**config.mk**
```make
export PLATFORM = sky130hd
export DESIGN_NAME = branch_pc_ctrl
export DESIGN_NICKNAME = d
export VERILOG_FILES = /design/src/rtl/branch_pkg.sv /design/src/rtl/branch_pc_ctrl_br_cmp.sv /design/src/rtl/branch_pc_ctrl.sv
export SDC_FILE = /design/constraint.sdc
export NUM_CORES = 1
export LEC_CHECK = 0
export BUFFER_PORTS_ARGS = -buffer_cell sky130_fd_sc_hd__clkbuf_2
export CORE_UTILIZATION = 55
export DETAILED_ROUTE_END_ITERATION = 7
export GPL_ROUTABILITY_DRIVEN = 0
export PLACE_DENSITY_LB_ADDON = 0.05
export SLEW_MARGIN = 5
export SYNTH_ARGS = -nofsm -noshare
export SYNTH_HDL_FRONTEND = slang
export SYNTH_SLANG_ARGS = --single-unit
```
**constraint.sdc**
```tcl
create_clock -name clk -period 6.3 [get_ports clk]
set_input_delay 1.575 -clock clk [delete_from_list [all_inputs] [get_ports clk]]
set_output_delay 1.575 -clock clk [all_outputs]
set_load 0.02 [all_outputs]
```
**src/rtl/branch_pkg.sv**
```systemverilog
// Shared types and constants for the branch/PC controller.
package branch_pkg;

    typedef enum logic [3:0] {
        BEQ  = 4'b1000,
        BNE  = 4'b1001,
        BLT  = 4'b1100,
        BGE  = 4'b1101,
        JAL  = 4'b0010,
        JALR = 4'b0011
    } br_op_t;

    typedef enum logic [1:0] {
        RUN   = 2'd0,
        FLUSH = 2'd1,
        TRAP  = 2'd2
    } ctrl_state_t;

    localparam int PC_STEP = 4;

endpackage

```
**src/rtl/branch_pc_ctrl_br_cmp.sv**
```systemverilog
// Combinational branch condition evaluator: signed compare of two operands by opcode.
module br_cmp
    import branch_pkg::*;
#(
    parameter int XLEN = 32
) (
    input  logic [XLEN-1:0] a_i,
    input  logic [XLEN-1:0] b_i,
    input  logic [3:0]      op_i,
    output logic            taken_o
);

    logic eq;
    logic lt;

    assign eq = (a_i == b_i);
    assign lt = ($signed(a_i) < $signed(b_i));

    always_comb begin
        taken_o = 1'b0;
        case (op_i)
            BEQ:     taken_o = eq;
            BNE:     taken_o = !eq;
            BLT:     taken_o = lt;
            BGE:     taken_o = !lt;
            JAL:     taken_o = 1'b1;
            JALR:    taken_o = 1'b1;
            default: taken_o = 1'b0;
        endcase
    end

endmodule

```
**src/rtl/branch_pc_ctrl.sv**
```systemverilog
// Fetch PC owner: resolves EX branches, redirects fetch and squashes wrong-path fetches.
// Build option MISALIGN_TRAP_EN: misaligned taken targets trap instead of being aligned.
module branch_pc_ctrl
    import branch_pkg::*;
#(
    parameter int              XLEN         = 32,
    parameter logic [XLEN-1:0] RESET_PC     = '0,
    parameter int              FLUSH_CYCLES = 2
) (
    input  logic            clk,
    input  logic            rst,
    input  logic            stall_i,
    input  logic            br_valid_i,
    input  logic [3:0]      br_op_i,
    input  logic [XLEN-1:0] rs1_i,
    input  logic [XLEN-1:0] rs2_i,
    input  logic [XLEN-1:0] br_pc_i,
    input  logic [XLEN-1:0] imm_i,
    output logic [XLEN-1:0] pc_o,
    output logic [XLEN-1:0] link_o,
    output logic            taken_o,
    output logic            redirect_o,
    output logic            flush_o,
    output logic            trap_o,
    output ctrl_state_t     dbg_state_o
);

    localparam int CNT_W = (FLUSH_CYCLES > 1) ? $clog2(FLUSH_CYCLES) : 1;
    localparam logic [XLEN-1:0] STEP     = XLEN'(PC_STEP);
    localparam logic [XLEN-1:0] NOT_BIT0 = ~XLEN'(1);
    localparam logic [XLEN-1:0] NOT_LOW2 = ~XLEN'(3);

    ctrl_state_t      state_q, state_d;
    logic [CNT_W-1:0] cnt_q, cnt_d;
    logic [XLEN-1:0]  pc_q, pc_d;
    logic             taken_q, taken_d;
    logic             redirect_q, redirect_d;
    logic             flush_q, flush_d;

    logic             cmp_taken;
    logic             accept;
    logic             take;
    logic [XLEN-1:0]  raw_target;
    logic [XLEN-1:0]  target;

    br_cmp #(.XLEN(XLEN)) u_cmp (
        .a_i     (rs1_i),
        .b_i     (rs2_i),
        .op_i    (br_op_i),
        .taken_o (cmp_taken)
    );

    assign link_o = br_pc_i + STEP;

    // br_valid_i has no ready: it is consumed only in RUN; in FLUSH/TRAP it is wrong-path and dropped.
    assign accept = (state_q == RUN) && br_valid_i;
    assign take   = accept && cmp_taken;

    assign raw_target = (br_op_i == JALR) ? ((rs1_i + imm_i) & NOT_BIT0)
                                          : (br_pc_i + imm_i);

`ifdef MISALIGN_TRAP_EN
    logic trap_q, trap_d;
    logic misalign;

    assign target   = raw_target;
    assign misalign = (raw_target[1:0] != 2'b00);
`else
    assign target   = raw_target & NOT_LOW2;
`endif

    always_comb begin
        state_d    = state_q;
        cnt_d      = cnt_q;
        pc_d       = pc_q;
        taken_d    = 1'b0;
        redirect_d = 1'b0;
        flush_d    = flush_q;
`ifdef MISALIGN_TRAP_EN
        trap_d     = trap_q;
`endif
        case (state_q)
            RUN: begin
                flush_d = 1'b0;
                taken_d = take;
                if (take) begin
`ifdef MISALIGN_TRAP_EN
                    if (misalign) begin
                        state_d = TRAP;
                        trap_d  = 1'b1;
                        flush_d = 1'b1;
                    end else
`endif
                    begin
                        // A taken branch wins over stall_i: the target must load now.
                        pc_d       = target;
                        redirect_d = 1'b1;
                        flush_d    = 1'b1;
                        cnt_d      = CNT_W'(FLUSH_CYCLES - 1);
                        state_d    = (FLUSH_CYCLES == 1) ? RUN : FLUSH;
                    end
                end else if (!stall_i) begin
                    pc_d = pc_q + STEP;
                end
            end
            FLUSH: begin
                flush_d = 1'b1;
                if (!stall_i) begin
                    pc_d = pc_q + STEP;
                    if (cnt_q == '0) begin
                        state_d = RUN;
                        flush_d = 1'b0;
                    end else begin
                        cnt_d = cnt_q - 1'b1;
                    end
                end
            end
`ifdef MISALIGN_TRAP_EN
            TRAP: begin
                flush_d = 1'b1;
                trap_d  = 1'b1;
            end
`endif
            default: begin
                state_d = RUN;
                flush_d = 1'b0;
            end
        endcase
    end

    always_ff @(posedge clk) begin
        if (rst) begin
            state_q    <= RUN;
            cnt_q      <= '0;
            pc_q       <= RESET_PC;
            taken_q    <= 1'b0;
            redirect_q <= 1'b0;
            flush_q    <= 1'b0;
        end else begin
            state_q    <= state_d;
            cnt_q      <= cnt_d;
            pc_q       <= pc_d;
            taken_q    <= taken_d;
            redirect_q <= redirect_d;
            flush_q    <= flush_d;
        end
    end

`ifdef MISALIGN_TRAP_EN
    always_ff @(posedge clk) begin
        if (rst) begin
            trap_q <= 1'b0;
        end else begin
            trap_q <= trap_d;
        end
    end

    assign trap_o = trap_q;
`else
    assign trap_o = 1'b0;
`endif

    assign pc_o        = pc_q;
    assign taken_o     = taken_q;
    assign redirect_o  = redirect_q;
    assign flush_o     = flush_q;
    assign dbg_state_o = state_q;

endmodule
```
==> summary.txt, run 1 <==
Outcome
  • Status: finished clean

Synth
  • Synth warnings: 0
  • Syn Area/Cell: 7.317 um2
  • Most common cell in the netlist: ha_1
  • Async S/R FF share, synth: 0
  • Most used flip-flop cell after synthesis: dfxtp_1
  • Synth top area share: 0.1893
  • Post-Synth Adder-Cell Area: 0.1893
  • Largest family of logic cells by synthesized area: compound AO/OA/AOI/OAI gates
  • Most common library cells after synthesis: ha_1 (94), a21oi_1 (83), xnor2_1 (68), nand2_1 (64), inv_1 (50)
  • Synthesized area: 6212 um2
  • Most area-hungry cell type in the Yosys netlist: ha_1
  • Xor and xnor fraction of the mapped netlist area: 0.1325
  • Simple-Gate Fraction of Synth Area: 0.2439
  • Compound-Gate Fraction of Synth Area: 0.2620
  • Cells after Synth: 849
  • Synth top area cells: ha_1 (19%), dfxtp_1 (11%), xnor2_1 (9.6%)
  • Synth cell types: 66
  • Mux share of post-synthesis cell area: 0.01007
  • EDFF count, synth: 0
  • Synth Register Bits: 34
  • Sequential area share after synthesis: 0.1096

Global routing
  • Layer with the highest usage: met2
  • Initial antenna violation count: 0
  • Met2 Usage GRT: 0.5036
  • Grt ovf: 0
  • M1 GR Usage: 0.4623
  • Vias in the first global route: 6264
  • GR Util met3: 0.04521
  • Pin count of the biggest net entering global routing: 29
  • Tot GR Track Use: 0.3176
  • First-pass GRT wire length: 29.81 mm

Layout
  • Area Growth Syn to Fin: 20.30%
  • Diodes inserted: 0
  • Nets: 1270
  • Fillers: 979
  • Layout cells sized above 1: 0.2190
  • Final Non-Filler Cells: 1181

Floorplanning
  • Placement Rows: 38
  • Core Box Area: 10940 um2
  • Die width: 108.3 um
  • Die Area: 11720 um2
  • Initial Util: 0.5681
  • Die height: 108.3 um
  • Number of top-level pins: 206

Clock tree
  • CTS-repair resized insts: 0
  • CTS hold repair buffers: 0
  • CTS tree: yes
  • Clock Pin Slew Worst Setup and Hold Paths: 50 ps
  • Setup bufs post-CTS: 0
  • Buffer depth of the longest clock path: 2
  • Latest clock arrival within the worst-skew pair: 280 ps
  • Number of CTS-inserted buffers: 5
  • Sink Count: 34
  • CTS root buffer: clkbuf_16
  • H-tree levels: 2

Setup path
  • Crit path launch type: input pin
  • WP data arrival: 3610 ps
  • Crit. End Element: output port
  • Critical Path RT: 4720 ps
  • Slowest CP cell: or2_2
  • CP max stage delay: 400 ps
  • Crit-path max FO: 5
  • Top cell by count, worst path: clkbuf_2
  • Crit-path cells: clkbuf_2 -> and3_1 -> and2_1 -> nand4_1 -> or2_2 -> nor2_1 -> nand3_1 -> xnor2_1 -> clkbuf_2
  • Crit path max-delay family: simple AND/OR/NAND/NOR gates
  • WS Path Type: input pin to output port
  • CP Buf/Inv Count: 2

Routing
  • Detailed-route via count: 6967
  • Routed WL: 18.42 mm
  • Drt drc: 0
  • Drt first pass iters: 5
  • Post-route ant nets: 0
  • Vias per inst: 5.899
  • Iteration-0 DRC Markers: 522
  • Drt wl/cell: 15.59 um

Power and ir drop
  • Internal power: 624.4 uW
  • VDD IR max: 145.1 uV
  • Sw Ratio: 0.4126
  • P_leak: 3.553 nW
  • Power share of the clock group: 0.228
  • Comb pwr share: 0.538
  • Seq pwr share: 0.234
  • P per Cell Area: 142.2 nW/um2
  • Switch Pwr: 438.7 uW

Timing
  • Worst Tran Pin Value: 1018 ps
  • Clock skew: 7.988 ps
  • Setup TNS: 0 ps
  • Slew Limit Headroom: 0.3215
  • Final min period: 5189 ps
  • Slew Viols, Final: 0
  • RSZ-0062 raised after global routing: false
  • Final Hold Viols: 0
  • Period utilization: 0.8237
  • Setup violators final: 0
  • Fin worst setup slack: 1111 ps
  • Fmax: 192.7 MHz

Place
  • Port bufs: 201
  • Hpwl dp: 15.50 mm
  • Placed cell count: 1173
  • Pre-CTS setup slack: 1161 ps

Min path
  • Worst hold-check path type: flip-flop to flip-flop

Job
  • # Max-Cap Violations: 0
[sequential cells by signal, indices dropped and copies added, names as in the netlist]
| register | flops |
|---|---|
| dbg_state_o | 1 |
| taken_o | 1 |
| pc_o | 30 |
| cnt_q | 1 |
| flush_o | 1 |
[path summary, 6_finish.rpt]
path              slack [ps]          to       start  depth (start not counted)
setup reg to reg        3710    pc_o[29]     pc_o[4]                          8
hold / removal           470       cnt_q       cnt_q                          2
setup / recovery        1110  link_o[31]  br_pc_i[4]                          9
hold reg to reg          470       cnt_q       cnt_q                          2
[worst register-to-register path, delay by kind of cell (launching register included)]
family | cells | cell delay (ps)
xor+xnor | 1 | 160
compound gates | 1 | 290
flops | 1 | 400
simple gates | 6 | 1660
[cell type report]
| class | instances | area (um2) | area share |
|---|---|---|---|
| Sequential cell | 34 | 680.7 | 0.09108 |
| Clock buffer | 7 | 142.6 | 0.01909 |
| Clock inverter | 1 | 5.005 | 0.0006697 |
| Tap cell | 140 | 175.2 | 0.02344 |
| Timing Repair Buffer | 208 | 1059 | 0.1416 |
| Inverter | 51 | 191.4 | 0.02562 |
| Multi-Input combinational cell | 740 | 5220 | 0.6985 |
[routing by layer]
| layer | share of wire | vias up | wire length [um] |
|---|---|---|---|
| met4 | 0.0086 | 0 | 159 |
| li1 | - | 3547 | - |
| met1 | 0.49 | 3168 | 9091 |
| met2 | 0.43 | 239 | 7850 |
| met3 | 0.071 | 13 | 1316 |
| met5 | 0 | - | 0 |
[kinds of logic after synthesis]
| kind of cell | count (synthesis) |
|---|---|
| flops | 34 |
| simple gates | 292 |
| fa+ha+maj | 94 |
| other cells | 1 |
| compound gates | 250 |
| mux | 6 |
| buf+inv | 78 |
| xor+xnor | 94 |
[through the flow]
| stage | utilization | total power, mW | hold slack, ps | area (um2) |
|---|---|---|---|---|
| CTS | 0.6834 | 1.056 | 470.7 | 7473 |
| global placement | 0.6699 | 0.8082 | 460.0 | 7326 |
| global route | 0.6834 | 1.139 | 551.8 | 7473 |
| detailed placement | 0.6699 | 0.8118 | 463.5 | 7326 |
| finish | 0.6834 | 1.063 | 473.5 | 7473 |
| floorplan | - | 0.6383 | 450.9 | 6223 |
[cells in the final DEF, fill, tap and decap left out, types with 12 or more instances in the layout]
master    netlist  routed
dfxtp_1        34      34
o21a_1         12      12
nor2_1         46      46
xnor2_1        68      68
a21o_1         18      18
nand3_1        40      40
nand4_1        24      24
nor3_1         29      29
inv_1          50      50
nand2_1        64      64
a31oi_1        12      12
clkbuf_2        0     201
nor2b_1        15      15
o21ai_0        37      37
a21oi_1        83      83
and3_1         18      18
a211oi_1       20      20
ha_1           94      94
xor2_1         26      26
[power by group through the flow]
| stage | clock [mW] | combinational, mW | sequential, mW |
|---|---|---|---|
| detailed placement | 0 | 0.559 | 0.253 |
| CTS | 0.244 | 0.564 | 0.248 |
| global placement | 0 | 0.556 | 0.252 |
| floorplan | 0 | 0.371 | 0.267 |
| global route | 0.254 | 0.634 | 0.250 |
| finish | 0.243 | 0.572 | 0.249 |
(Power assumes the default switching activity.)
==> inputs of run 2 (changes only) <==
Settings changed: CORE_UTILIZATION 55 to 53.
Clock period 6.3 ns to 5.2 ns, I/O delays scaled along.
==> summary.txt, run 2 (same netlist as run 1, synthesis figures left out) <==
Timing
  • Clock skew: 4.949 ps (-3.039 ps)
  • Slew Viols, Final: 0 (unchanged)
  • Fmax: 213.9 MHz
  • Final min period: 4676 ps
  • Slew Limit Headroom: 0.4529 (+0.1313)
  • Setup violators final: 0 (unchanged)
  • Worst Tran Pin Value: 820.7 ps (-197.0 ps)
  • Period utilization: 0.8992
  • Fin worst setup slack: 524.3 ps (-586.6 ps)
  • Setup TNS: 0 ps (unchanged)
  • Final Hold Viols: 0 (unchanged)
  • RSZ-0062 raised after global routing: false

Global routing
  • Vias in the first global route: 6079 (-3.0%)
  • Tot GR Track Use: 0.3076 (-0.009981)
  • Initial antenna violation count: 0 (unchanged)
  • Pin count of the biggest net entering global routing: 29 (unchanged)
  • First-pass GRT wire length: 29.44 mm (-1.2%)
  • Grt ovf: 0 (unchanged)

Routing
  • Detailed-route via count: 7062 (+1.4%)
  • Drt drc: 0 (unchanged)
  • Routed WL: 18.59 mm (+0.91%)
  • Iteration-0 DRC Markers: 619 (+19%)
  • Post-route ant nets: 0 (unchanged)
  • Drt wl/cell: 15.53 um (-0.44%)
  • Vias per inst: 5.900 (about the same)
  • Drt first pass iters: 6 (+1)

Layout
  • Commonest non-fill, non-tap cell in the layout: clkbuf_2
  • Layout cells sized above 1: 0.2296 (+0.01058)
  • Max reg flops: 30 (unchanged)
  • Fin util: 0.6650 (-0.01839)
  • Commonest cells after routing, fill and taps aside: clkbuf_2 (201), ha_1 (94), a21oi_1 (83)
  • Nets: 1283 (+1.0%)
  • Diodes inserted: 0 (unchanged)
  • Final Non-Filler Cells: 1197 (+1.4%)
  • Area Growth Syn to Fin: 22.24%

Setup path
  • WP data arrival: 3380 ps (-230 ps)
  • Crit-path max FO: 5 (unchanged)
  • Critical Path RT: 3900 ps (-820 ps)
  • Crit path launch type: input pin
  • Worst reg-to-reg path cell count: 8 (unchanged)
  • Origin of the critical flop-to-flop path: pc_o[4]
  • Reg2reg setup slack: 2610 ps (-1100 ps)
  • RR Endpoint: pc_o[27]
  • WS Path Type: input pin to output port
  • Crit. End Element: output port

Outcome
  • Status: finished clean

Floorplanning
  • Number of top-level pins: 206 (unchanged)
  • Die width: 110.3 um (+1.8%)
  • Placement Rows: 39 (+2.6%)
  • Initial Util: 0.5440 (-0.02403)
  • Die height: 110.3 um (+1.8%)
  • Core Box Area: 11420 um2 (+4.4%)
  • Die Area: 12160 um2 (+3.7%)

Clock tree
  • CTS root buffer: clkbuf_16
  • H-tree levels: 2 (unchanged)
  • CTS hold repair buffers: 0 (unchanged)
  • CTS-repair resized insts: 0 (unchanged)
  • Number of CTS-inserted buffers: 5 (unchanged)
  • Sink Count: 34 (unchanged)
  • Latest clock arrival within the worst-skew pair: 280 ps (about the same)
  • CTS tree: yes
  • Setup bufs post-CTS: 0 (unchanged)
  • Clock Pin Slew Worst Setup and Hold Paths: 50 ps (about the same)
  • Buffer depth of the longest clock path: 2 (unchanged)

Place
  • Pre-CTS setup slack: 526.2 ps (-634.8 ps)
  • Placed cell count: 1189 (+1.4%)
  • Hpwl dp: 15.78 mm (+1.8%)
  • Port bufs: 201 (unchanged)

Min path
  • Hold depth: 2 (unchanged)
  • Worst hold-check path type: flip-flop to flip-flop
  • WHS Endpoint: cnt_q
  • Worst hold path startpoint: cnt_q

Power and ir drop
  • P per Cell Area: 174.0 nW/um2 (+22%)
  • P_leak: 3.626 nW (+2.1%)
  • Switch Pwr: 532.2 uW (+21%)
  • Power share of the clock group: 0.244 (+0.016)
  • VDD IR max: 304.2 uV (+110%)
  • Comb pwr share: 0.527 (-0.011)
  • Internal power: 789.0 uW (+26%)
  • Sw Ratio: 0.4028 (-0.009814)
  • Seq pwr share: 0.229 (-0.005)

Job
  • # Max-Cap Violations: 0 (unchanged)
run 2: cell types whose count changed in the layout (fill, tap and decap cells not counted), sizes merged:
cell / delta
buf: +13
clkbuf: +1
clkinv: -1
run 2: routing by layer:
metal  GRT usage  vias to the layer above  part of all wire
li1            -                     3569                 -
met1      0.4730                     3208              0.51
met2      0.4552                      272              0.41
met3     0.03410                       13             0.073
met4     0.05921                        0             0.011
met5           0                        -                 0
run 2: worst max-delay path by stage:
| stage | to | from | slack, ps |
|---|---|---|---|
| floorplan | link_o[24] | br_pc_i[14] | 1010 |
| global placement | link_o[31] | br_pc_i[4] | 570 |
| detailed placement | link_o[31] | br_pc_i[4] | 530 |
| CTS | link_o[31] | br_pc_i[4] | 520 |
| global route | link_o[31] | br_pc_i[4] | 300 |
| finish | link_o[31] | br_pc_i[4] | 520 |
run 2: stage by stage:
step / hold slack, ps / area, um2 / total power, mW
floorplan: 450.9 / 6223 / 0.7733
global placement: 464.7 / 7427 / 0.9864
detailed placement: 465.7 / 7427 / 0.9905
CTS: 472.9 / 7594 / 1.314
global route: 528.9 / 7594 / 1.412
finish: 472.1 / 7594 / 1.321
run 2: final cells by class:
type / count / area [um2]
fill: 1127 / 3825
sequential: 34 / 680.7
clock buffer: 8 / 166.4
multi-input combinational: 740 / 5220
timing repair buffer: 221 / 1156
tap: 143 / 178.9
inverter: 51 / 191.4
run 2: power groups by stage:
stage | Combinational, mW | Sequential [mW] | Clock, mW
3_5_place_dp | 0.683 | 0.307 | 0
4_1_cts | 0.689 | 0.302 | 0.324
3_3_place_gp | 0.679 | 0.307 | 0
5_1_grt | 0.774 | 0.305 | 0.333
6_report | 0.697 | 0.302 | 0.322
2_1_floorplan | 0.449 | 0.324 | 0
run 2: worst max-delay path, cell delays in order:
cell and delay (ps):
clkbuf_2 130, and3_1 180, and2_1 180, nand4_1 260, or2_2 400, nor2_1 380, nand3_1 190, xnor2_1 160
clkbuf_2 180
==> inputs of run 3 (changes only) <==
Settings changed: GPL_TIMING_DRIVEN set to 0, MAX_ROUTING_LAYER set to met4, SYNTH_HIERARCHICAL set to 1.
==> summary.txt, run 3 <==
Synth
  • EDFF count, synth: 0 (unchanged)
  • Sequential area share after synthesis: 0.1106 (+0.001047)
  • Most common cell in the netlist: ha_1
  • Synth top area cells: ha_1 (19%), dfxtp_1 (11%), xnor2_1 (8.1%)
  • Synth Register Bits: 34 (unchanged)
  • Most area-hungry cell type in the Yosys netlist: ha_1
  • Most common library cells after synthesis: ha_1 (94), a21oi_1 (90), nand2_1 (76), xnor2_1 (57), nor2_1 (56)
  • Synth warnings: 6 (+6)
  • Most used flip-flop cell after synthesis: dfxtp_1
  • Synthesized area: 6153 um2 (-0.95%)
  • Syn Area/Cell: 7.334 um2 (+0.23%)
  • Synth top area share: 0.1911 (+0.001809)
  • Cells after Synth: 839 (-1.2%)
  • Async S/R FF share, synth: 0 (unchanged)
  • Synth cell types: 67 (+1.5%)

Timing
  • Final Hold Viols: 0 (unchanged)
  • Slew Limit Headroom: 0.3617 (-0.09117)
  • Worst Tran Pin Value: 950.1 ps (+129.4 ps)
  • RSZ-0062 raised after global routing: false
  • Fin worst setup slack: 293.1 ps (-231.2 ps)
  • Setup TNS: 0 ps (unchanged)
  • Setup violators final: 0 (unchanged)
  • Slew Viols, Final: 0 (unchanged)
  • Clock skew: 5.891 ps (+0.9418 ps)
  • Fmax: 203.8 MHz (-4.7%)
  • Period utilization: 0.9436 (+0.04445)
  • Final min period: 4907 ps (+231.2 ps)

Layout
  • Area Growth Syn to Fin: 21.49%
  • Commonest cells after routing, fill and taps aside: clkbuf_2 (200), ha_1 (94), a21oi_1 (90)
  • Layout cells sized above 1: 0.2240 (-0.005579)
  • Fillers: 1051 (-6.7%)
  • Commonest non-fill, non-tap cell in the layout: clkbuf_2
  • Max reg flops: 30 (unchanged)
  • Diodes inserted: 0 (unchanged)
  • Final Non-Filler Cells: 1189 (-0.67%)
  • Nets: 1279 (-0.31%)

Routing
  • Vias per inst: 5.771 (-2.2%)
  • Detailed-route via count: 6862 (-2.8%)
  • Drt wl/cell: 15.80 um (+1.8%)
  • Routed WL: 18.79 mm (+1.1%)
  • Drt first pass iters: 5 (-1)
  • Drt drc: 0 (unchanged)
  • Iteration-0 DRC Markers: 508 (-18%)
  • Post-route ant nets: 0 (unchanged)

Power and ir drop
  • Seq pwr share: 0.237 (+0.008)
  • Power share of the clock group: 0.216 (-0.028)
  • Switch Pwr: 541.7 uW (+1.8%)
  • P_leak: 3.676 nW (+1.4%)
  • Pwr Total: 1.279 mW (-3.2%)
  • Comb pwr share: 0.547 (+0.020)
  • Internal power: 737.0 uW (-6.6%)
  • P per Cell Area: 171.0 nW/um2 (-1.7%)
  • VDD IR max: 183.2 uV (-40%)
  • Sw Ratio: 0.4237 (+0.02082)

Clock tree
  • CTS-repair resized insts: 0 (unchanged)
  • Buffer depth of the longest clock path: 2 (unchanged)
  • CTS root buffer: clkbuf_16
  • CTS tree: yes
  • Setup bufs post-CTS: 0 (unchanged)
  • Sink Count: 34 (unchanged)
  • CTS hold repair buffers: 0 (unchanged)
  • Latest clock arrival within the worst-skew pair: 280 ps (about the same)
  • H-tree levels: 2 (unchanged)
  • Number of CTS-inserted buffers: 5 (unchanged)
  • Clock Pin Slew Worst Setup and Hold Paths: 50 ps (about the same)

Setup path
  • Reg2reg setup slack: 2420 ps (-190 ps)
  • WS Path Type: input pin to output port
  • Crit-path max FO: 5 (unchanged)
  • Crit path launch type: input pin
  • Crit. End Element: output port
  • Critical Path RT: 3900 ps (about the same)
  • WP data arrival: 3610 ps (+230 ps)

Global routing
  • First-pass GRT wire length: 29.81 mm (+1.3%)
  • Tot GR Track Use: 0.3254 (+0.01775)
  • Pin count of the biggest net entering global routing: 11 (-62%)
  • Vias in the first global route: 6111 (+0.53%)
  • Initial antenna violation count: 0 (unchanged)
  • Grt ovf: 0 (unchanged)

Floorplanning
  • Placement Rows: 38 (-2.6%)
  • Initial Util: 0.5555 (+0.01141)
  • Die Area: 12050 um2 (-0.93%)
  • Core Box Area: 11080 um2 (-3.0%)
  • Number of top-level pins: 206 (unchanged)
  • Die height: 109.8 um (-0.47%)
  • Die width: 109.8 um (-0.47%)

Place
  • Placed cell count: 1182 (-0.59%)
  • Port bufs: 200 (-0.50%)
  • Pre-CTS setup slack: 279.3 ps (-247.0 ps)
  • Hpwl dp: 16.15 mm (+2.3%)

Min path
  • Worst hold-check path type: flip-flop to flip-flop

Outcome
  • Status: finished clean

Job
  • # Max-Cap Violations: 0 (unchanged)
==> run 3: worst max-delay path, stage by stage <==
cell and delay [ps]:
clkbuf_2 150, nand4_1 160, nor3_1 540, and3_1 250
clkbuf_1 330, nand3_1 230, nor2_1 200, nand3_1 110
xnor2_1 140, clkbuf_2 190
==> run 3: kinds of logic after synthesis <==
group	Yosys count	synth area share
buffers and inverters	77	0.05246
XOR/XNOR	103	0.1466
flip-flops	34	0.1106
AO/OA/AOI/OAI	258	0.2692
adder cells (fa/ha/maj)	94	0.1911
AND/OR/NAND/NOR	264	0.2161
multiplexers	8	0.01322
other	1	0.0006094
==> run 3: path summary, 6_finish.rpt <==
kind,from,endpoint,depth (start not counted)
worst min-delay path,cnt_q,cnt_q,2
worst min register to register,cnt_q,cnt_q,2
worst max register to register,pc_o[2],pc_o[28],8
worst max-delay path,br_pc_i[2],link_o[29],10
==> run 3: power groups by stage <==
| stage | registers, mW | logic, mW | clock network [mW] |
|---|---|---|---|
| 2_1_floorplan | 0.327 | 0.445 | 0 |
| 3_3_place_gp | 0.308 | 0.678 | 0 |
| 3_5_place_dp | 0.308 | 0.682 | 0 |
| 4_1_cts | 0.303 | 0.686 | 0.279 |
| 5_1_grt | 0.307 | 0.769 | 0.291 |
| 6_report | 0.303 | 0.699 | 0.276 |
==> run 3: cell type report <==
cell class / instances / area (um2) / area share
buffer: 34 / 161.4 / 0.02159
clock buffer: 5 / 125.1 / 0.01674
clock inverter: 2 / 10.01 / 0.001339
inverter: 43 / 161.4 / 0.02159
multi-input combinational: 731 / 5161 / 0.6904
sequential: 34 / 680.7 / 0.09105
tap: 140 / 175.2 / 0.02343
timing repair buffer: 200 / 1001 / 0.1339
==> run 3: layer usage <==
| metal | share of wire | vias up | global-route usage |
|---|---|---|---|
| met2 | 0.41 | 279 | 0.4748 |
| met3 | 0.068 | 10 | 0.02608 |
| met4 | 0.0070 | 0 | 0.06857 |
| met5 | 0 | - | - |
| met1 | 0.51 | 3068 | 0.4824 |
| li1 | - | 3505 | - |
==> run 3: through the flow <==
stage	hold slack [ps]	cell area, um2	utilization
after floorplan	450.9	6165	-
after global placement	466.5	7341	0.6626
after detailed placement	473.3	7341	0.6626
after CTS	480.7	7476	0.6748
after global routing	493.6	7476	0.6748
final	477.0	7476	0.6748
